[src/rtl/mmio_timer_pkg.sv]
// Shared definitions for the memory-mapped countdown timer:
// register word offsets, CTRL field positions, mode encodings, FSM states.
package mmio_timer_pkg;

    // Word offsets within the 16-byte window (addr[3:2])
    localparam logic [1:0] CTRL_OFF   = 2'd0;
    localparam logic [1:0] PRESET_OFF = 2'd1;
    localparam logic [1:0] COUNT_OFF  = 2'd2;

    // CTRL field positions; only the low CTRL_W bits are stored
    localparam int CTRL_W       = 4;
    localparam int CTRL_EN      = 0;
    localparam int CTRL_MODE_LO = 1;
    localparam int CTRL_MODE_HI = 2;
    localparam int CTRL_IM      = 3;

    // MODE encodings; 2'b1x behaves like auto-reload
    localparam logic [1:0] MODE_ONESHOT = 2'b00;
    localparam logic [1:0] MODE_RELOAD  = 2'b01;

    typedef enum logic [1:0] {
        ST_IDLE = 2'd0,
        ST_LOAD = 2'd1,
        ST_CNT  = 2'd2,
        ST_INT  = 2'd3
    } state_t;

endpackage

[src/rtl/mmio_timer_byte_merge.sv]
// Combinational 32-bit old/new merge under per-byte enables.
// Reusable by any bridge peripheral that takes lane-aligned stores.
module mmio_timer_byte_merge (
    input  logic [31:0] i_old,
    input  logic [31:0] i_new,
    input  logic [3:0]  i_byteen,
    output logic [31:0] o_merged
);

    // Each enabled byte lane takes the new data, the rest keep the old value
    always_comb begin
        o_merged = i_old;
        for (int i = 0; i < 4; i++) begin
            if (i_byteen[i]) begin
                o_merged[8*i +: 8] = i_new[8*i +: 8];
            end
        end
    end

endmodule

[src/rtl/mmio_timer.sv]
// Memory-mapped countdown timer: CTRL / PRESET / COUNT registers,
// combinational loads, byte-enabled stores, level interrupt on expiry.
module mmio_timer
    import mmio_timer_pkg::*;
#(
    parameter logic [31:0] BASE = 32'h0000_7F00
) (
    input  logic        clk,
    input  logic        reset,
    input  logic [31:0] addr,
    input  logic [3:0]  byteen,
    input  logic [31:0] wdata,
    output logic [31:0] rdata,
    output logic        hit,
    output logic        irq
);

    logic [CTRL_W-1:0] r_ctrl;
    logic [31:0]       r_preset;
    logic [31:0]       r_count;
    logic              r_flag;
    state_t            r_state;

    logic [1:0]  w_off;
    logic        w_store;
    logic        w_st_ctrl;
    logic        w_st_preset;
    logic [31:0] w_old;
    logic [31:0] w_merged;
    logic        w_en;
    logic        w_reload;
    logic        w_unused_addr;

    state_t      w_state_nxt;
    logic [31:0] w_count_nxt;
    logic        w_flag_set;
    logic        w_flag_auto_clr;
    logic        w_en_clr;

    assign w_off         = addr[3:2];
    assign w_unused_addr = ^addr[1:0];
    assign hit           = (addr[31:4] == BASE[31:4]) && (w_off != 2'b11);
    assign w_store       = hit && (byteen != 4'b0000);
    assign w_st_ctrl     = w_store && (w_off == CTRL_OFF);
    assign w_st_preset   = w_store && (w_off == PRESET_OFF);

    assign w_en     = r_ctrl[CTRL_EN];
    assign w_reload = (r_ctrl[CTRL_MODE_HI:CTRL_MODE_LO] == MODE_RELOAD) || r_ctrl[CTRL_MODE_HI];

    // Register selected by the offset; doubles as the "old" side of a store merge
    always_comb begin
        case (w_off)
            CTRL_OFF:   w_old = {{(32-CTRL_W){1'b0}}, r_ctrl};
            PRESET_OFF: w_old = r_preset;
            COUNT_OFF:  w_old = r_count;
            default:    w_old = 32'h0;
        endcase
    end

    assign rdata = hit ? w_old : 32'h0;
    assign irq   = r_flag & r_ctrl[CTRL_IM];

    mmio_timer_byte_merge u_merge (
        .i_old    (w_old),
        .i_new    (wdata),
        .i_byteen (byteen),
        .o_merged (w_merged)
    );

    // Next-state and COUNT update, all decided from pre-edge register values
    always_comb begin
        w_state_nxt     = r_state;
        w_count_nxt     = r_count;
        w_flag_set      = 1'b0;
        w_flag_auto_clr = 1'b0;
        w_en_clr        = 1'b0;
        case (r_state)
            ST_IDLE: begin
                if (w_en) w_state_nxt = ST_LOAD;
            end
            ST_LOAD: begin
                // A disable that lands here returns to IDLE without an extra CNT cycle
                if (!w_en) begin
                    w_state_nxt = ST_IDLE;
                end else begin
                    w_count_nxt = r_preset;
                    w_state_nxt = ST_CNT;
                end
            end
            ST_CNT: begin
                if (!w_en) begin
                    w_state_nxt = ST_IDLE;
                end else if (r_count > 32'd1) begin
                    w_count_nxt = r_count - 32'd1;
                end else begin
                    w_count_nxt = 32'd0;
                    w_flag_set  = 1'b1;
                    w_state_nxt = ST_INT;
                end
            end
            ST_INT: begin
                w_state_nxt = ST_IDLE;
                if (w_reload) w_flag_auto_clr = 1'b1;
                else          w_en_clr        = 1'b1;
            end
            default: w_state_nxt = ST_IDLE;
        endcase
    end

    // FSM state and COUNT registers
    always_ff @(posedge clk or negedge reset) begin
        if (!reset) begin
            r_state <= ST_IDLE;
            r_count <= 32'd0;
        end else begin
            r_state <= w_state_nxt;
            r_count <= w_count_nxt;
        end
    end

    // CTRL: a CPU store takes priority over the one-shot EN clear
    always_ff @(posedge clk or negedge reset) begin
        if (!reset) begin
            r_ctrl <= '0;
        end else if (w_st_ctrl) begin
            r_ctrl <= w_merged[CTRL_W-1:0];
        end else if (w_en_clr) begin
            r_ctrl[CTRL_EN] <= 1'b0;
        end
    end

    // PRESET: plain byte-merged store target, only sampled in LOAD
    always_ff @(posedge clk or negedge reset) begin
        if (!reset) begin
            r_preset <= 32'd0;
        end else if (w_st_preset) begin
            r_preset <= w_merged;
        end
    end

    // Expiry flag: setting beats any same-edge clear
    always_ff @(posedge clk or negedge reset) begin
        if (!reset) begin
            r_flag <= 1'b0;
        end else if (w_flag_set) begin
            r_flag <= 1'b1;
        end else if (w_st_ctrl || w_st_preset || w_flag_auto_clr) begin
            r_flag <= 1'b0;
        end
    end

endmodule

[config.mk]
export PLATFORM = sky130hd
export DESIGN_NAME = mmio_timer
export DESIGN_NICKNAME = d
export VERILOG_FILES = /design/src/rtl/mmio_timer_pkg.sv /design/src/rtl/mmio_timer_byte_merge.sv /design/src/rtl/mmio_timer.sv
export SDC_FILE = /design/constraint.sdc
export NUM_CORES = 1
export LEC_CHECK = 0
export BUFFER_PORTS_ARGS = -buffer_cell sky130_fd_sc_hd__buf_4
export CAP_MARGIN = 10
export CORE_UTILIZATION = 40
export DETAILED_ROUTE_END_ITERATION = 16
export HOLD_SLACK_MARGIN = 0.08
export SLEW_MARGIN = 40
export SYNTH_ARGS = -nofsm -noshare
export SYNTH_HDL_FRONTEND = slang
export SYNTH_SLANG_ARGS = --single-unit
[constraint.sdc]
create_clock -name clk -period 2.8 [get_ports clk]
set_clock_uncertainty 0.1 [all_clocks]
set_input_delay 0.28 -clock clk [delete_from_list [all_inputs] [get_ports clk]]
set_output_delay 0.28 -clock clk [all_outputs]
set_load 0.02 [all_outputs]
Yosys cells after proc, flatten, opt, wreduce, memory -nomap -nowiden

Cells that the tools add are included.

Flip-flop bits (word level): 71
Input bits: 70
Output and inout bits: 34
Word-level logic and storage cells: 62

$add $sub $neg: 1
$lt $le $gt $ge: 1
Equality and inequality tests: 12
Multiplexer cells: 26
Bitwise logic cells: 1
Reductions and logical operators: 15

Operator list:

| operator                                             | number |
|---|---|
| two-way mux 32 bit                                   | 4 |
| case mux 32 bit (3 select lines)                     | 1 |
| case mux 32 bit (2 select lines)                     | 1 |
| > comparator 32 x 1 -> 1 bit (second input constant) | 1 |
| two-way mux 8 bit                                    | 4 |
| subtractor 32 x 1 -> 32 bit (second input constant)  | 1 |
| == test 28 x 11 -> 1 bit (second input constant)     | 1 |
| two-way mux 1 bit                                    | 11 |
| two-way mux 2 bit                                    | 4 |
| inequality test 2 bit (second input constant)        | 4 |
| case mux 2 bit (4 select lines)                      | 1 |
| == test 2 x 1 -> 1 bit (second input constant)       | 3 |
| == test 2 bit (second input constant)                | 3 |
| nonzero test 2 bit                                   | 3 |
| logical AND 1 bit                                    | 4 |
| logical NOT 2 bit                                    | 2 |
| nonzero test 4 bit                                   | 1 |
| logical OR 1 bit                                     | 3 |
| inequality test 3 bit (second input constant)        | 1 |
| AND reduction 3 bit                                  | 1 |
| AND reduction 2 bit                                  | 1 |
| bitwise AND 1 bit                                    | 1 |

Depth between registers and ports, before layout

Depth in word-level cells: 8
Depth in mapped cells: 9
Gate-level depth less buffers: 7

Hierarchy

A second synthesis with hierarchy kept.

Cells, all modules: 487
Area, all modules: 4807.1 µm²

By module, submodules not included:

| module                | instances | cells an instance | area an instance (µm²) | seq. area each (µm²) |
|---|---|---|---|---|
| mmio_timer            | 1         | 451               | 4281.6                 | 1776.7 |
| mmio_timer_byte_merge | 1         | 36                | 525.5                  | 0.0 |

Worst setup path after synthesis

No wires, ideal clock.

Path kind: register -> register
From: register r_count[5]
To: register r_count[30]
Library setup time: 121 ps
Arrival time: 2398 ps
Required time: 2579 ps
Setup slack: 181 ps
Cell stages (with the launch flop): 9
Buffers on the path: 3
Period minus slack after synthesis: 2619 ps
Cell sequence: dfrtp_1 > or4_1 > buf_2 > or4_4 > buf_6 > o31ai_4 > buf_6 > o21ai_0 > a22o_1

Word-level cells in the longest chain between the ends: 4

Ends and longest elaborated chain:

| what                                                                        | line                               | text |
|---|---|---|
| from (decl)                                                                 | mmio_timer.sv:20                   | `logic [31:0] r_count;` |
| from (signal assigned)                                                      | mmio_timer.sv:117                  | `r_count <= w_count_nxt;` |
| subtractor 32 x 1 -> 32 bit or > comparator 32 x 1 -> 1 bit (tied branches) | mmio_timer.sv:94, mmio_timer.sv:93 |  |
| two-way mux 32 bit *                                                        | mmio_timer.sv:93                   | `end else if (r_count > 32'd1) begin` |
| two-way mux 32 bit *                                                        | mmio_timer.sv:91                   | `if (!w_en) begin` |
| case mux 32 bit (2 select lines) *                                          | mmio_timer.sv:77                   | `case (r_state)` |

Every way passes the cells marked *; elsewhere a longest branch is shown, timed or not. The select of a mux whose other input is x is not followed.
A chain may end at the register's enable or synchronous reset.

Worst setup path after layout

From: register r_count[5]
To: register r_count[4]

Word-level cells in the longest chain between the ends: 4

Ends and longest elaborated chain:

| what                             | line |
|---|---|
| > comparator 32 x 1 -> 1 bit     | mmio_timer.sv:93 |
| two-way mux 32 bit               | mmio_timer.sv:93 |
| two-way mux 32 bit               | mmio_timer.sv:91 |
| case mux 32 bit (2 select lines) | mmio_timer.sv:77 |

Every way passes these cells. The select of a mux whose other input is x is not followed.

==> impl_summary.md <==
Setup path
The startpoint of the lowest-slack register-to-register path is r_count[5]$_DFFE_PN0P_. The capture instance of the worst register-to-register path is r_count[4]$_DFFE_PN0P_. The startpoint kind of the worst setup timing path is a flop. The data required time at the worst endpoint is 2.94 ns. The register-to-register setup slack is 0.14 ns. The path type of the worst setup path is reg2reg.

The logic depth of the worst register-to-register path is 6. The maximum fanout encountered on the critical timing path is 17. STA classifies the critical path endpoint as a flop.

Data on the critical path arrives at its endpoint at 2.80 ns.

Timing
The routed design could run at a clock period as short as 2.66 ns. Setup violations remaining at the end of the flow were counted as 0. The hold violation count in the final report is 0. The max-slew violation count is 0. The worst path uses 94.8% of the clock period.

The setup TNS is 0 ns. The headroom to the max-slew limit is 53.6%. Setup repair after global routing left no endpoint under its margin. At the pin with the least slew margin, the transition time is 0.690 ns. Based on the critical path, the design can be clocked at up to 0.377 GHz. The final worst hold slack is 0.151 ns.

Drt
The total wire length is 12300 um. The via count is 4297. The remaining routing DRC violations is 0. For this run, the detailed router's first-pass iteration total came to 5. The detail-routed net length per standard cell is 16.5 um. The number of antenna-violating nets in the routed design is 0. Summed over all nets, wire length on met3 after detailed routing comes to 609 um.

The routed wire length on met2 is 5750 um. Using the TritonRoute via totals, the vias-per-cell ratio works out to 5.76. In the final routing, the length of wire on met1 measures 5870 um. The top routing layer in use is met4.

The first-iteration detailed-routing DRC count is 240.

Final layout
Once layout is complete, the utilization of the core stands at 52.3%. The diode insertion count for antenna repair is 0. At the end of the flow, the number of nets in the layout was 673. From synthesis to final layout, the design area changed by 26.4%. The finished layout holds 746 standard cells, fillers aside. The fill cell instance count of the final layout is 1023. The share of final-layout standard cells stronger than drive strength 1 is 30.2%.

Place
At the end of routability-driven placement, the weighted congestion stood at 0.843. The number of placed instances, taps included, is 729. The number of port buffers is 101. Summed over all nets, the half-perimeter wirelength after detailed placement is 8610 um.

Global route
For this run the aggregate overflow at the end of global routing stands at 0. The global-route usage over all layers is 22.7%. The maximum number of pins on one net before global-route repair is 72. The wire length of the first global-routing pass is 20900 um. The via count of the first global-routing pass is 4095. The number of antenna violations at the first check in global routing is 0.

Yosys
For this run, the number of Yosys warnings is 0. The count of distinct cell types in the synthesized netlist is 53. In this run the cell area of the synthesized design comes to 4510 um2. The average footprint of a synthesized cell is 8.89 um2. In this run, synthesis produced a sequential element count of 71. The top flip-flop cell by instance count after synthesis is dfrtp_1.

The share of flip-flops with an asynchronous set or reset is 100%. When the netlist entered floorplanning its net count stood at 579. The number of instances in the synthesized netlist is 507. The share of the Yosys chip area taken by registers is 39.4%. The count of flip-flops with a built-in enable after synthesis is 0.

Die
The I/O pin count is 104. The core region is 10900 um2. From bottom edge to top edge, the die measures 108 um. The initial core utilization is 41.4%. The width of the die is 108 um. The area enclosed by the die boundary is 11700 um2.

The site row count is 38.

Min path
In this run the most critical hold path is launched from wdata[26]. The type of the most critical hold path is in2reg. Along the worst hold path, the cell count comes to 4. For hold timing, the worst endpoint is r_preset[26]$_DFFE_PN0P_.

Clocking
The clock-pin slew of the registers on the worst-case setup and hold paths is 0.08 ns. The number of clock buffers added by TritonCTS is 9. Clock tree synthesis selected as its root buffer the cell clkbuf_8. The number of buffers between clock root and the deepest sink is 2. TritonCTS built the clock tree. For this design, the sink count on the clock tree is 71. For the worst-skew pair, the clock arrives at the later sink with an insertion delay of 0.36 ns. Post-CTS timing repair inserted 0 buffers for setup. The clock tree synthesis step divided the H-tree into 3 levels.

Power
The maximum ir drop on the vdd rail is 264 uV. For this design the ratio of total power to cell area is 377 nW/um2. The leakage power is 2.60 nW.

Run
Across the run, the number of max-cap violations was 0.

Outcome
The flow ran to the end, and the final reports show no timing, DRC or antenna violations.
-- flip-flops by register name, indices dropped and copies added, names as in the netlist --
signal    flops
r_count      32
r_ctrl        4
r_flag        1
r_preset     32
r_state       2
-- per-stage QoR --
stage               worst slack, ns  total power [mW]  instance area, um2
floorplan                     0.181              1.10                4510
global placement              0.188              1.20                5450
detailed placement            0.174              1.21                5450
CTS                           0.142              2.17                5690
global route                 0.0433              2.23                5700
finish                        0.144              2.15                5700
-- cells in the final DEF (no fill, tap or decap), types with 11 or more instances in the layout --
master	count
inv_1	14
buf_4	121
nor4_1	19
mux2_2	32
dfrtp_1	71
a22oi_1	39
clkbuf_8	11
a21oi_1	14
mux2i_1	15
o21ai_0	53
nor2_1	44
nand2_1	49
nor3_1	14
-- cell usage after synthesis (7+ instances only) --
cell | instances | area share, %
nand2_1 | 49 | 4.1
o21ai_0 | 53 | 5.9
mux2i_1 | 15 | 3.3
mux2_2 | 32 | 8.0
buf_2 | 7 | 0.78
a21oi_1 | 14 | 1.6
a22oi_1 | 39 | 6.5
a22o_1 | 7 | 1.4
inv_1 | 14 | 1.2
nor2_1 | 44 | 3.7
nor2b_1 | 9 | 1.2
dfrtp_1 | 71 | 39
nor4_1 | 19 | 2.6
nor3_1 | 14 | 1.6
clkbuf_1 | 25 | 2.1
-- report_power, final --
group | total [mW] | internal [mW] | switching, mW | leakage [nW]
clock | 0.962 | 0.549 | 0.414 | 0.112
combinational | 0.161 | 0.0814 | 0.0792 | 1.52
sequential | 1.02 | 1.02 | 0.000229 | 0.972
total | 2.15 | 1.65 | 0.493 | 2.60
-- metal layers --
| metal | track usage (%) | vias to the layer above |
|---|---|---|
| met2 | 36.7 | 124 |
| met4 | 5.87 | 0 |
| met3 | 4.22 | 9 |
| met5 | 0 | - |
| met1 | 31.1 | 2056 |
| li1 | - | 2108 |
-- worst max-delay path: stages (launching register included) --
cell,delay [ns]
dfrtp_1,0.42
or4_1,0.57
or4_4,0.53
o31ai_4,0.25
buf_4,0.24
o21ai_0,0.11
a221o_1,0.33
-- worst max-delay path by stage --
| stage | from | to | slack (ns) | cells past startpoint |
|---|---|---|---|---|
| floorplan | r_count[5]$_DFFE_PN0P_ | r_count[30]$_DFFE_PN0P_ | 0.18 | 8 |
| global placement | r_count[5]$_DFFE_PN0P_ | r_count[6]$_DFFE_PN0P_ | 0.19 | 6 |
| detailed placement | r_count[10]$_DFFE_PN0P_ | r_count[4]$_DFFE_PN0P_ | 0.17 | 6 |
| CTS | r_count[5]$_DFFE_PN0P_ | r_count[4]$_DFFE_PN0P_ | 0.14 | 6 |
| global route | r_count[5]$_DFFE_PN0P_ | r_count[4]$_DFFE_PN0P_ | 0.04 | 6 |
| finish | r_count[5]$_DFFE_PN0P_ | r_count[4]$_DFFE_PN0P_ | 0.14 | 6 |
-- layout make-up --
type                    count  area (um2)  area share (%)
multi-input cells         381        2510            44.1
flip-flops and latches     71        1780            31.2
repair buffers            124         950            16.7
well taps                 140         175            3.07
clock buffers              11         151            2.66
clock inverters             5        80.1            1.41
inverters                  14        52.6           0.922
-- repair_timing --
| action | CTS | global route |
|---|---|---|
| endpoints found under the setup margin | 0 | 1 |
| hold buffers | 1 | 0 |
| gates resized for setup | 0 | 1 |
| hold endpoints to repair | 71 | 0 |
-- kinds of logic (layout without fill, tap and decap cells) --
group                      after synthesis  after routing  share of synthesized area [%]
and+or+nand+nor                        172            172                           19.1
AOI/OAI and AO/OA                      160            160                           24.3
DFF                                     71             71                           39.4
buffers and inverters                   55            154                           5.27
muxes                                   47             47                           11.3
adders and majority gates                2              2                          0.555
Note: power is estimated with default switching activity, not from simulation.
